===== config.mk =====
export PLATFORM = sky130hd
export DESIGN_NAME = eb_credit_rx_flat
export DESIGN_NICKNAME = d
export VERILOG_FILES = /design/src/rtl/eb_credit_rx_pkg.sv /design/src/rtl/eb_credit_rx_if.sv /design/src/rtl/eb_credit_rx_regfile_1w1r.sv /design/src/rtl/eb_credit_rx.sv /design/src/flat_wrapper.sv
export SDC_FILE = /design/constraint.sdc
export NUM_CORES = 1
export LEC_CHECK = 0
export ABC_AREA = 0
export BUFFER_PORTS_ARGS = -buffer_cell sky130_fd_sc_hd__buf_2
export CORE_MARGIN = 3
export CORE_UTILIZATION = 56
export CTS_CLUSTER_DIAMETER = 200
export DETAILED_ROUTE_END_ITERATION = 7
export GPL_ROUTABILITY_DRIVEN = 1
export PLACE_DENSITY = 0.82
export RECOVER_POWER = 50
export SLEW_MARGIN = 20
export SYNTH_ARGS = -nofsm -noshare
export SYNTH_HDL_FRONTEND = slang
export SYNTH_HIERARCHICAL = 1
export SYNTH_SLANG_ARGS = --single-unit

===== constraint.sdc =====
create_clock -name clk -period 4.04 [get_ports clk]
set_input_delay 0.808 -clock clk [delete_from_list [all_inputs] [get_ports clk]]
set_output_delay 0.808 -clock clk [all_outputs]
set_load 0.05 [all_outputs]

===== src/rtl/eb_credit_rx_pkg.sv =====
// Shared sizing helpers for the credit-link receiver.
// Covers the occupancy/pointer widths and the legal DEPTH range.
package eb_credit_rx_pkg;

    localparam int EB_DEPTH_MIN = 2;
    localparam int EB_DEPTH_MAX = 64;

    function automatic int cw_of(input int depth);
        return $clog2(depth + 1);
    endfunction

    function automatic int pw_of(input int depth);
        return (depth > 1) ? $clog2(depth) : 1;
    endfunction

    function automatic bit depth_ok(input int depth);
        return (depth >= EB_DEPTH_MIN) && (depth <= EB_DEPTH_MAX);
    endfunction

endpackage


===== src/rtl/eb_credit_rx_if.sv =====
// Link-side push port, downstream valid/ready port and status outputs of eb_credit_rx.
interface eb_credit_rx_if
    import eb_credit_rx_pkg::*;
#(
    parameter int WIDTH = 32,
    parameter int DEPTH = 4
);
    localparam int CW = cw_of(DEPTH);

    logic             t_0_valid;
    logic [WIDTH-1:0] t_0_data;
    logic             i_0_valid;
    logic [WIDTH-1:0] i_0_data;
    logic             i_0_ready;
    logic             credit_return;
    logic             overflow;
    logic [CW-1:0]    level;

    modport master (
        output t_0_valid, t_0_data, i_0_ready,
        input  i_0_valid, i_0_data, credit_return, overflow, level
    );

    modport slave (
        input  t_0_valid, t_0_data, i_0_ready,
        output i_0_valid, i_0_data, credit_return, overflow, level
    );

endinterface


===== src/rtl/eb_credit_rx_regfile_1w1r.sv =====
// Beat storage: WIDTH x DEPTH flop array, one synchronous write port, one async read port.
module eb_regfile_1w1r #(
    parameter int WIDTH = 32,
    parameter int DEPTH = 4,
    parameter int AW    = 2
) (
    input  logic             clk,
    input  logic             we,
    input  logic [AW-1:0]    waddr,
    input  logic [WIDTH-1:0] wdata,
    input  logic [AW-1:0]    raddr,
    output logic [WIDTH-1:0] rdata
);

    logic [WIDTH-1:0] mem [DEPTH];

    always_ff @(posedge clk) begin
        if (we) begin
            mem[waddr] <= wdata;
        end
    end

    assign rdata = mem[raddr];

endmodule


===== src/rtl/eb_credit_rx.sv =====
// Credit-link sink: buffers pushed beats, drains them valid/ready, returns one credit per drain.
// Optional macro EB_CREDIT_RX_BYPASS_EN enables the zero-latency empty-FIFO bypass.
module eb_credit_rx
    import eb_credit_rx_pkg::*;
#(
    parameter int WIDTH = 32,
    parameter int DEPTH = 4
) (
    input  logic          clk,
    input  logic          reset,
    eb_credit_rx_if.slave link
);

    localparam int CW = cw_of(DEPTH);
    localparam int PW = pw_of(DEPTH);

    typedef logic [PW-1:0] ptr_t;
    typedef logic [CW-1:0] level_t;

    localparam ptr_t   PTR_LAST   = ptr_t'(DEPTH - 1);
    localparam level_t LEVEL_FULL = level_t'(DEPTH);

    if (!depth_ok(DEPTH)) begin : g_depth_check
        $error("eb_credit_rx: DEPTH outside supported range");
    end

    ptr_t             rd_ptr;
    ptr_t             wr_ptr;
    level_t           level_q;
    logic             credit_q;
    logic             overflow_q;
    logic [WIDTH-1:0] rd_data;

    logic push;
    logic empty;
    logic full;
    logic pop_fifo;
    logic byp_take;
    logic pop_any;
    logic push_acc;

    assign push     = link.t_0_valid;
    assign empty    = (level_q == '0);
    assign full     = (level_q == LEVEL_FULL);
    assign pop_fifo = !empty && link.i_0_ready;

`ifdef EB_CREDIT_RX_BYPASS_EN
    assign byp_take       = empty && push && link.i_0_ready;
    assign link.i_0_valid = !empty || push;
    assign link.i_0_data  = empty ? link.t_0_data : rd_data;
`else
    assign byp_take       = 1'b0;
    assign link.i_0_valid = !empty;
    assign link.i_0_data  = rd_data;
`endif

    // A bypassed beat is consumed in flight and must not also land in storage.
    assign pop_any  = pop_fifo || byp_take;
    assign push_acc = push && (!full || pop_fifo) && !byp_take;

    function automatic ptr_t ptr_inc(input ptr_t p);
        return (p == PTR_LAST) ? '0 : p + ptr_t'(1);
    endfunction

    eb_regfile_1w1r #(
        .WIDTH (WIDTH),
        .DEPTH (DEPTH),
        .AW    (PW)
    ) u_regfile (
        .clk   (clk),
        .we    (push_acc),
        .waddr (wr_ptr),
        .wdata (link.t_0_data),
        .raddr (rd_ptr),
        .rdata (rd_data)
    );

    always_ff @(posedge clk or posedge reset) begin
        if (reset) begin
            rd_ptr     <= '0;
            wr_ptr     <= '0;
            level_q    <= '0;
            credit_q   <= 1'b0;
            overflow_q <= 1'b0;
        end else begin
            if (push_acc) begin
                wr_ptr <= ptr_inc(wr_ptr);
            end
            if (pop_fifo) begin
                rd_ptr <= ptr_inc(rd_ptr);
            end
            level_q  <= level_q + level_t'(push_acc) - level_t'(pop_fifo);
            credit_q <= pop_any;
            if (push && full && !pop_fifo) begin
                overflow_q <= 1'b1;
            end
        end
    end

    assign link.credit_return = credit_q;
    assign link.overflow      = overflow_q;
    assign link.level         = level_q;

endmodule


===== src/flat_wrapper.sv =====
// flat-port wrapper written by rule: the top's interface ports become plain ports
module eb_credit_rx_flat import eb_credit_rx_pkg::*;
#(
    parameter int WIDTH = 32,
    parameter int DEPTH = 4
)
  (clk, reset, link_t_0_valid, link_t_0_data, link_i_0_ready, link_i_0_valid, link_i_0_data, link_credit_return, link_overflow, link_level);
  eb_credit_rx_if #(.WIDTH(WIDTH), .DEPTH(DEPTH)) link_i ();
  input  logic clk;
  input  logic reset;
  input wire logic [$bits(link_i.t_0_valid)-1:0] link_t_0_valid;
  input wire logic [$bits(link_i.t_0_data)-1:0] link_t_0_data;
  input wire logic [$bits(link_i.i_0_ready)-1:0] link_i_0_ready;
  output wire logic [$bits(link_i.i_0_valid)-1:0] link_i_0_valid;
  output wire logic [$bits(link_i.i_0_data)-1:0] link_i_0_data;
  output wire logic [$bits(link_i.credit_return)-1:0] link_credit_return;
  output wire logic [$bits(link_i.overflow)-1:0] link_overflow;
  output wire logic [$bits(link_i.level)-1:0] link_level;
  assign link_i.t_0_valid = link_t_0_valid;
  assign link_i.t_0_data = link_t_0_data;
  assign link_i.i_0_ready = link_i_0_ready;
  assign link_i_0_valid = link_i.i_0_valid;
  assign link_i_0_data = link_i.i_0_data;
  assign link_credit_return = link_i.credit_return;
  assign link_overflow = link_i.overflow;
  assign link_level = link_i.level;
  eb_credit_rx #(.WIDTH(WIDTH), .DEPTH(DEPTH)) u_core (.clk(clk), .reset(reset), .link(link_i));
endmodule

==> flow_metrics.py, run 1 <==
metrics = {
    "sta": {
        "slew_headroom_pct": -0.865,
        "fin_crit_sh_pct": 84.0,
        "timing.fmax_mhz": 295,
        "slew_violations": 35,
        "tightest_slew_ns": 1.51,
        "setup_violations": 0,
        "finClkSkew_ns": 0.00506,
        "layout_min_cycle_time_ns": 3.39,
        "fin_tns_setup_ns": 0,
        "rsz0062_at_grt": "false",
        "hold_violations": 0,
    },
    "layout": {
        "drive_gt1_share_pct": 34.5,
        "areaGrowthSynthToFinish_pct": 18.2,
        "mostFrequentLayoutCell": "edfxtp_1",
        "fill_cells": 560,
        "nNetsFinal": 332,
        "antenna_cells": 0,
        "final_cell_mix": "edfxtp_1, clkbuf_1, buf_2",
    },
    "critical_path": {
        "arrival_ns": 2.59,
        "crit_start": "u_core/rd_ptr[1]",
        "r2r_slack_ns": 1.10,
        "cp-end-kind": "primary output",
        "startpoint_type": "register",
        "endpoint": "link_i_0_data[14]",
        "timing.rr.start": "u_core/link.level[2]",
        "crit_fanout": 34,
        "crit_type": "reg2out",
        "reg2reg_to": "u_core/u_regfile/mem[0][11]",
        "worst_r2r_path_depth": 5,
        "required_ns": 3.23,
    },
    "routing": {
        "ant_nets": 0,
        "finalWirelength_microns": 8290,
        "drtIter0Drc": 98,
        "drt-wirelength-per-cell_microns": 20.1,
        "drcViolationCount": 0,
        "dr_total_vias": 2328,
        "dr.pass1.iters": 4,
        "via_per_inst": 5.65,
    },
    "synthesis": {
        "netlist_instances": 204,
        "synth_top_area_cell": "edfxtp_1",
        "netlist.area_leader.share_pct": 74.5,
        "syn_area_per_cell_sq_um": 25.3,
        "synth-seq-area-share_pct": 78.8,
        "ys_warn_count": 6,
        "synth_seq_cells": 137,
        "synth.area.top_cells": "edfxtp_1, mux4_2, dfrtp_1",
        "syn-num-nets": 245,
        "syn_area_sq_mm": 0.00516,
        "post_synth_num_cell_types": 21,
    },
    "hold_path": {
        "min_path_type": "in2async",
    },
    "floorplanning": {
        "dieHeight_microns": 102,
        "core-area_sq_mm": 0.00885,
        "dieArea_sq_mm": 0.0104,
        "io_pins": 74,
        "die_w_microns": 102,
        "rows": 34,
        "initial_core_util_pct": 58.3,
    },
    "clocking": {
        "root_buffer": "clkbuf_8",
        "path_clk_slew_ns": 0.06,
        "cts_tree": "built",
        "cts_sinks": 137,
        "cts_buffers": 17,
        "post_cts_resized": 0,
        "cts_setup_buffers": 0,
        "clockBufferDepth": 2,
        "clk_latency_ns": 0.50,
        "htreeDepth": 4,
        "holdBufCountCts": 0,
    },
    "outcome": {
        "violations": "capacitance limit, slew limit",
        "status": "finished, violations left",
    },
    "placed_design": {
        "port_buffers": 73,
        "place.gp.congestion": 0.752,
        "dp.final_hpwl_microns": 4970,
    },
    "global_routing": {
        "grt_pass1_wl_microns": 12800,
        "grt_pass1_vias": 2458,
        "grt_max_degree": 35,
        "track_usage_pct": 17.4,
        "antenna_found_initial": 0,
        "grt-ovfl-total": 0,
    },
    "run": {
        "drv_cap": 1,
    },
}
## critical path, stage by stage, from the launching register on
cell,delay (ns)
dfrtp_1,1.36
mux4_2,0.45
buf_2,0.27
## layer usage
layer  global-route usage (%)  share of wire [%]  wire length (microns)  up-vias
met1                     21.6                 39                   3260     1207
met2                     28.4                 54                   4440       80
met5                        0                  0                      0        -
met3                     6.01                6.0                    494        8
met4                     6.86                1.1                     91        0
li1                         -                  -                      -     1033
## Yosys cell counts
| cell | count |
|---|---|
| edfxtp_1 | 128 |
| mux4_2 | 30 |
| dfrtp_1 | 9 |
| inv_1 | 6 |
| ha_1 | 4 |
| mux2_4 | 4 |
| buf_12 | 3 |
| buf_2 | 3 |
| and3b_1 | 2 |
| mux4_1 | 2 |
| nor2_1 | 2 |
| xnor2_1 | 2 |
| a21o_2 | 1 |
| and3_1 | 1 |
| buf_6 | 1 |
| fa_1 | 1 |
| nand2_4 | 1 |
| nand2b_4 | 1 |
| nor3b_1 | 1 |
| nor4b_4 | 1 |
| or3_4 | 1 |
## how the worst min path moves through the flow
stage                         start                        end  cells past startpoint
3_3_place_gp   u_core/link.overflow       u_core/link.overflow                      1
4_1_cts                       reset       u_core/link.level[0]                      2
3_5_place_dp   u_core/link.overflow       u_core/link.overflow                      1
6_report                      reset  u_core/link.credit_return                      2
5_1_grt                       reset       u_core/link.level[0]                      2
2_1_floorplan      u_core/wr_ptr[1]           u_core/wr_ptr[1]                      1
## registers in the layout, summed over array words and instances (netlist names)
signal and count:
u_core/link.overflow 1, u_core/link.level 3, u_core/wr_ptr 2, u_core/rd_ptr 2, u_core/link.credit_return 1, u_core/u_regfile/mem 128
## through the flow
| step | utilization [%] | hold slack [ns] | worst slack (ns) | cells | instance area, sq um |
|---|---|---|---|---|---|
| 2_1_floorplan | - | 0.552 | 0.0953 | 204 | 5160 |
| 6_report | 68.9 | 0.258 | 0.645 | 412 | 6100 |
| 3_3_place_gp | 63.4 | 0.446 | 1.37 | 380 | 5610 |
| 4_1_cts | 69.9 | 0.245 | 0.943 | 412 | 6180 |
| 5_1_grt | 68.9 | 0.271 | 0.480 | 412 | 6100 |
| 3_5_place_dp | 63.4 | 0.449 | 1.27 | 380 | 5610 |
## layout make-up
cell class,instances,area [sq um],area share (%)
flip-flops and latches,137,4070,66.7
multi-input cells,54,952,15.6
clock buffers,22,443,7.26
well taps,108,135,2.22
inverters,6,22.5,0.369
clock inverters,10,128,2.09
repair buffers,75,348,5.70
## cells by family after synthesis
| kind of cell | share of synthesized area (%) |
|---|---|
| AO/OA/AOI/OAI | 0.170 |
| XOR/XNOR | 0.339 |
| adder cells (fa/ha/maj) | 1.36 |
| buffers and inverters | 2.11 |
| flip-flops | 78.8 |
| multiplexers | 15.3 |
| AND/OR/NAND/NOR | 1.92 |
Power of run 1 is left out: the tool's default activity adds up to more than one toggle a clock period on the data nets, which glitch-free logic cannot reach.
==> run 2: changes to the inputs <==
--- a/config.mk
+++ b/config.mk
@@ -8,11 +8,11 @@
 export ABC_AREA = 0
 export BUFFER_PORTS_ARGS = -buffer_cell sky130_fd_sc_hd__buf_2
 export CORE_MARGIN = 3
-export CORE_UTILIZATION = 56
+export CORE_UTILIZATION = 51
 export CTS_CLUSTER_DIAMETER = 200
 export DETAILED_ROUTE_END_ITERATION = 7
 export GPL_ROUTABILITY_DRIVEN = 1
-export PLACE_DENSITY = 0.82
+export PLACE_DENSITY = 0.79
 export RECOVER_POWER = 50
 export SLEW_MARGIN = 20
 export SYNTH_ARGS = -nofsm -noshare
==> constraint.sdc (replaced) <==
create_clock -name clk -period 2.9 [get_ports clk]
set_input_delay 0.58 -clock clk [delete_from_list [all_inputs] [get_ports clk]]
set_output_delay 0.58 -clock clk [all_outputs]
set_load 0.05 [all_outputs]
==> flow_metrics.py, run 2 (same netlist as run 1, synthesis figures left out) <==
metrics = {
    "outcome": {
        "status": "completed",
    },
    "floorplanning": {
        "core-area_sq_mm": 0.00982,
        "initial_core_util_pct": 52.6,
        "die_w_microns": 107,
        "io_pins": 74,
        "dieHeight_microns": 107,
        "dieArea_sq_mm": 0.0114,
        "rows": 36,
    },
    "sta": {
        "tightest_slew_ns": 1.12,
        "setup_violations": 0,
        "slew_headroom_pct": 25.3,
        "finClkSkew_ns": 0.00668,
        "hold_violations": 0,
        "layout_min_cycle_time_ns": 2.73,
        "hold_slack_ns": 0.0277,
        "fin_tns_setup_ns": 0,
        "rsz0062_at_grt": "false",
        "slew_violations": 0,
        "fin_ws_ns": 0.165,
        "fin_crit_sh_pct": 94.3,
        "timing.fmax_mhz": 366,
    },
    "layout": {
        "fin_util_pct": 63.1,
        "multi_input_area_sq_um": 957,
        "mostFrequentLayoutCell": "edfxtp_1",
        "areaGrowthSynthToFinish_pct": 20.1,
        "drive_gt1_share_pct": 36.3,
        "seqCellArea_sq_mm": 0.00407,
        "fill_cells": 727,
        "largest_reg_flops": 128,
        "instances_no_fill": 439,
        "top_register": "u_core/u_regfile/mem",
        "antenna_cells": 0,
        "final_cell_mix": "edfxtp_1, clkbuf_1, buf_2",
        "fin_area_sq_mm": 0.00620,
        "nNetsFinal": 335,
    },
    "routing": {
        "m1WireLength_microns": 3520,
        "dr_total_vias": 2309,
        "dr_wl_met2_microns": 4740,
        "ant_nets": 0,
        "via_per_inst": 5.26,
        "wl_met3_microns": 263,
        "drt-wirelength-per-cell_microns": 19.6,
        "drcViolationCount": 0,
        "routed.top_layer": "met4",
        "finalWirelength_microns": 8600,
        "dr.pass1.iters": 4,
        "drtIter0Drc": 118,
    },
    "critical_path": {
        "crit_start": "u_core/rd_ptr[0]",
        "arrival_ns": 2.15,
        "crit_type": "reg2out",
        "cp-end-kind": "primary output",
        "startpoint_type": "register",
        "critPathSlowestCell": "dfrtp_2",
        "cpPeakStageDelay_ns": 0.62,
        "timing.rr.start": "u_core/link.level[2]",
        "required_ns": 2.32,
        "crit_chain": "buf_4, mux4_2, buf_2",
        "crit_fanout": 14,
    },
    "placed_design": {
        "dp.final_hpwl_microns": 5300,
        "place_inst": 408,
        "port_buffers": 73,
        "place.gp.congestion": 0.684,
        "preCtsSetupSlack_ns": 0.431,
        "placed_area_sq_mm": 0.00567,
    },
    "clocking": {
        "root_buffer": "clkbuf_8",
        "post_cts_resized": 0,
        "path_clk_slew_ns": 0.06,
        "cts_sinks": 137,
        "cts_buffers": 17,
        "cts_setup_buffers": 0,
        "clk_latency_ns": 0.50,
        "holdBufCountCts": 0,
        "htreeDepth": 4,
        "cts_tree": "built",
        "clockBufferDepth": 2,
    },
    "pwr": {
        "power.density_mw_per_mm2": 1250,
        "leakagePower_nw": 2.14,
        "finalPower_mw": 7.77,
        "vdd_ir_drop_max_mv": 0.792,
    },
    "global_routing": {
        "grt_pass1_vias": 2529,
        "grt_pass1_wl_microns": 13400,
        "antenna_found_initial": 0,
        "grt_max_degree": 33,
        "track_usage_pct": 16.3,
        "grt-ovfl-total": 0,
    },
    "hold_path": {
        "min_path_type": "in2async",
    },
    "run": {
        "drv_cap": 0,
    },
}
==> run 2: layer usage <==
layer	vias up	GRT usage, %
li1	1044	-
met1	1210	20.3
met2	49	28.1
met3	6	4.94
met4	0	4.38
met5	-	0
==> run 2: layout make-up <==
class	count	share of cell area (%)
tap	133	2.68
sequential	137	65.7
multi-input combinational	54	15.4
clock inverter	13	3.15
inverter	6	0.363
clock buffer	18	6.74
timing repair buffer	78	5.95
==> run 2: final timing paths <==
kind	end	slack, ns	cells after the start
max	link_i_0_data[10]	0.17	3
min	u_core/link.level[2]	0.03	2
max reg2reg	u_core/u_regfile/mem[0][24]	0.29	5
min reg2reg	u_core/link.overflow	0.47	1
max in group asynchronous	u_core/rd_ptr[0]	2.61	2
min in group clk	u_core/link.overflow	0.32	2
==> run 2: power by group <==
group | total (mW) | switching, mW | leakage, nW | internal (mW)
Clock | 2.18 | 0.775 | 0.300 | 1.40
Combinational | 2.71 | 1.85 | 0.561 | 0.864
Sequential | 2.87 | 0.249 | 1.28 | 2.63
Total | 7.77 | 2.87 | 2.14 | 4.89
==> run 2: worst max-delay path: cells and delay by family (launching register included) <==
kind / cells / cell delay, ns
mux: 1 / 0.53
flops: 1 / 0.62
buf+inv: 2 / 0.50
No activity file was read; power rests on OpenSTA's default activity.
==> run 3: changes to the inputs <==
--- a/config.mk
+++ b/config.mk
@@ -8,11 +8,11 @@
 export ABC_AREA = 0
 export BUFFER_PORTS_ARGS = -buffer_cell sky130_fd_sc_hd__buf_2
 export CORE_MARGIN = 3
-export CORE_UTILIZATION = 51
+export CORE_UTILIZATION = 61
 export CTS_CLUSTER_DIAMETER = 200
 export DETAILED_ROUTE_END_ITERATION = 7
 export GPL_ROUTABILITY_DRIVEN = 1
-export PLACE_DENSITY = 0.79
+export PLACE_DENSITY = 0.88
 export RECOVER_POWER = 50
 export SLEW_MARGIN = 20
 export SYNTH_ARGS = -nofsm -noshare
==> constraint.sdc (replaced) <==
create_clock -name clk -period 3.5 [get_ports clk]
set_input_delay 0.7 -clock clk [delete_from_list [all_inputs] [get_ports clk]]
set_output_delay 0.7 -clock clk [all_outputs]
set_load 0.05 [all_outputs]
==> flow_metrics.py, run 3 (same netlist as run 1, synthesis figures left out) <==
metrics = {
    "clocking": {
        "root_buffer": "clkbuf_8",
        "clk_latency_ns": 0.51,
        "cts_buffers": 17,
        "holdBufCountCts": 0,
        "clockBufferDepth": 2,
        "cts_sinks": 137,
        "cts_setup_buffers": 0,
        "post_cts_resized": 0,
        "cts_tree": "built",
        "path_clk_slew_ns": 0.06,
        "htreeDepth": 4,
    },
    "sta": {
        "finClkSkew_ns": 0.00790,
        "setup_violations": 0,
        "timing.fmax_mhz": 333,
        "hold_violations": 0,
        "layout_min_cycle_time_ns": 3.01,
        "tightest_slew_ns": 0.874,
        "hold_slack_ns": 0.149,
        "slew_headroom_pct": 41.7,
        "slew_violations": 0,
        "fin_crit_sh_pct": 85.9,
        "fin_tns_setup_ns": 0,
        "rsz0062_at_grt": "false",
    },
    "critical_path": {
        "required_ns": 2.80,
        "crit_type": "reg2out",
        "r2r_slack_ns": 1.15,
        "startpoint_type": "register",
        "cp-end-kind": "primary output",
        "arrival_ns": 2.31,
        "crit_fanout": 19,
    },
    "routing": {
        "drcViolationCount": 0,
        "drtIter0Drc": 177,
        "via_per_inst": 5.84,
        "finalWirelength_microns": 8840,
        "drt-wirelength-per-cell_microns": 21.8,
        "dr.pass1.iters": 4,
        "dr_total_vias": 2370,
        "ant_nets": 0,
    },
    "placed_design": {
        "dp.final_hpwl_microns": 4980,
        "place_inst": 374,
        "placed_area_sq_mm": 0.00561,
        "port_buffers": 73,
        "place.gp.congestion": 0.673,
    },
    "global_routing": {
        "use_met2_pct": 33.1,
        "grt_pass1_vias": 2680,
        "grt_busiest_layer": "met2",
        "grt_pass1_wl_microns": 14200,
        "track_usage_pct": 20.2,
        "antenna_found_initial": 1,
        "met3_usage_pct": 7.86,
        "grt-ovfl-total": 0,
        "grt_max_degree": 35,
        "met1_usage_pct": 24.0,
    },
    "layout": {
        "final_cell_mix": "edfxtp_1, buf_2, clkbuf_1",
        "multi_input_area_sq_um": 963,
        "fin_area_sq_mm": 0.00610,
        "fill_cells": 430,
        "instances_no_fill": 406,
        "largest_reg_flops": 128,
        "nNetsFinal": 332,
        "top_register": "u_core/u_regfile/mem",
        "fin_util_pct": 76.5,
        "drive_gt1_share_pct": 36.5,
        "seqCellArea_sq_mm": 0.00407,
        "antenna_cells": 0,
        "mostFrequentLayoutCell": "edfxtp_1",
        "areaGrowthSynthToFinish_pct": 18.2,
    },
    "run": {
        "drv_cap": 0,
    },
    "outcome": {
        "status": "completed",
    },
    "floorplanning": {
        "dieHeight_microns": 98.0,
        "rows": 32,
        "core-area_sq_mm": 0.00797,
        "dieArea_sq_mm": 0.00960,
        "initial_core_util_pct": 64.8,
        "io_pins": 74,
        "die_w_microns": 98.0,
    },
    "pwr": {
        "leakagePower_nw": 2.10,
        "vdd_ir_drop_max_mv": 0.761,
        "power.density_mw_per_mm2": 1040,
    },
    "hold_path": {
        "min_path_type": "in2async",
    },
}
run 3: final timing paths:
check | end | depth (start not counted) | from
min reg2reg | u_core/link.overflow | 1 | u_core/link.overflow
min in group clk | u_core/link.overflow | 2 | link_t_0_valid
max in group asynchronous | u_core/rd_ptr[1] | 2 | reset
min | u_core/link.credit_return | 2 | reset
max | link_i_0_data[21] | 3 | u_core/rd_ptr[0]
max reg2reg | u_core/link.level[2] | 9 | u_core/link.level[1]
run 3: power breakdown:
| group | internal, mW | switching [mW] |
|---|---|---|
| Sequential | 2.17 | 0.250 |
| Clock | 1.02 | 0.657 |
| Combinational | 0.707 | 1.51 |
run 3: layout make-up:
| cell class | instances | area share, % |
|---|---|---|
| multi-input combinational | 54 | 15.8 |
| clock buffer | 18 | 6.85 |
| tap | 102 | 2.09 |
| inverter | 6 | 0.369 |
| sequential | 137 | 66.8 |
| timing repair buffer | 75 | 5.74 |
| clock inverter | 14 | 2.38 |
run 3: per-layer routing:
| layer | wire length, microns | up-vias | part of all wire (%) |
|---|---|---|---|
| met5 | 11 | - | 0.12 |
| met4 | 142 | 2 | 1.6 |
| met3 | 755 | 17 | 8.5 |
| met2 | 4630 | 110 | 52 |
| met1 | 3300 | 1203 | 37 |
| li1 | - | 1038 | - |
run 3: critical path, stage by stage, from the launching register on:
cell,delay (ns)
dfrtp_2,0.72
buf_12,0.28
mux4_2,0.56
buf_2,0.23
run 3: stage by stage:
step                total power [mW]  setup WS, ns
floorplan                       4.27         0.687
global placement                4.67         0.985
detailed placement              4.72         0.937
CTS                             6.43         0.434
global route                    6.58         0.347
finish                          6.31         0.494
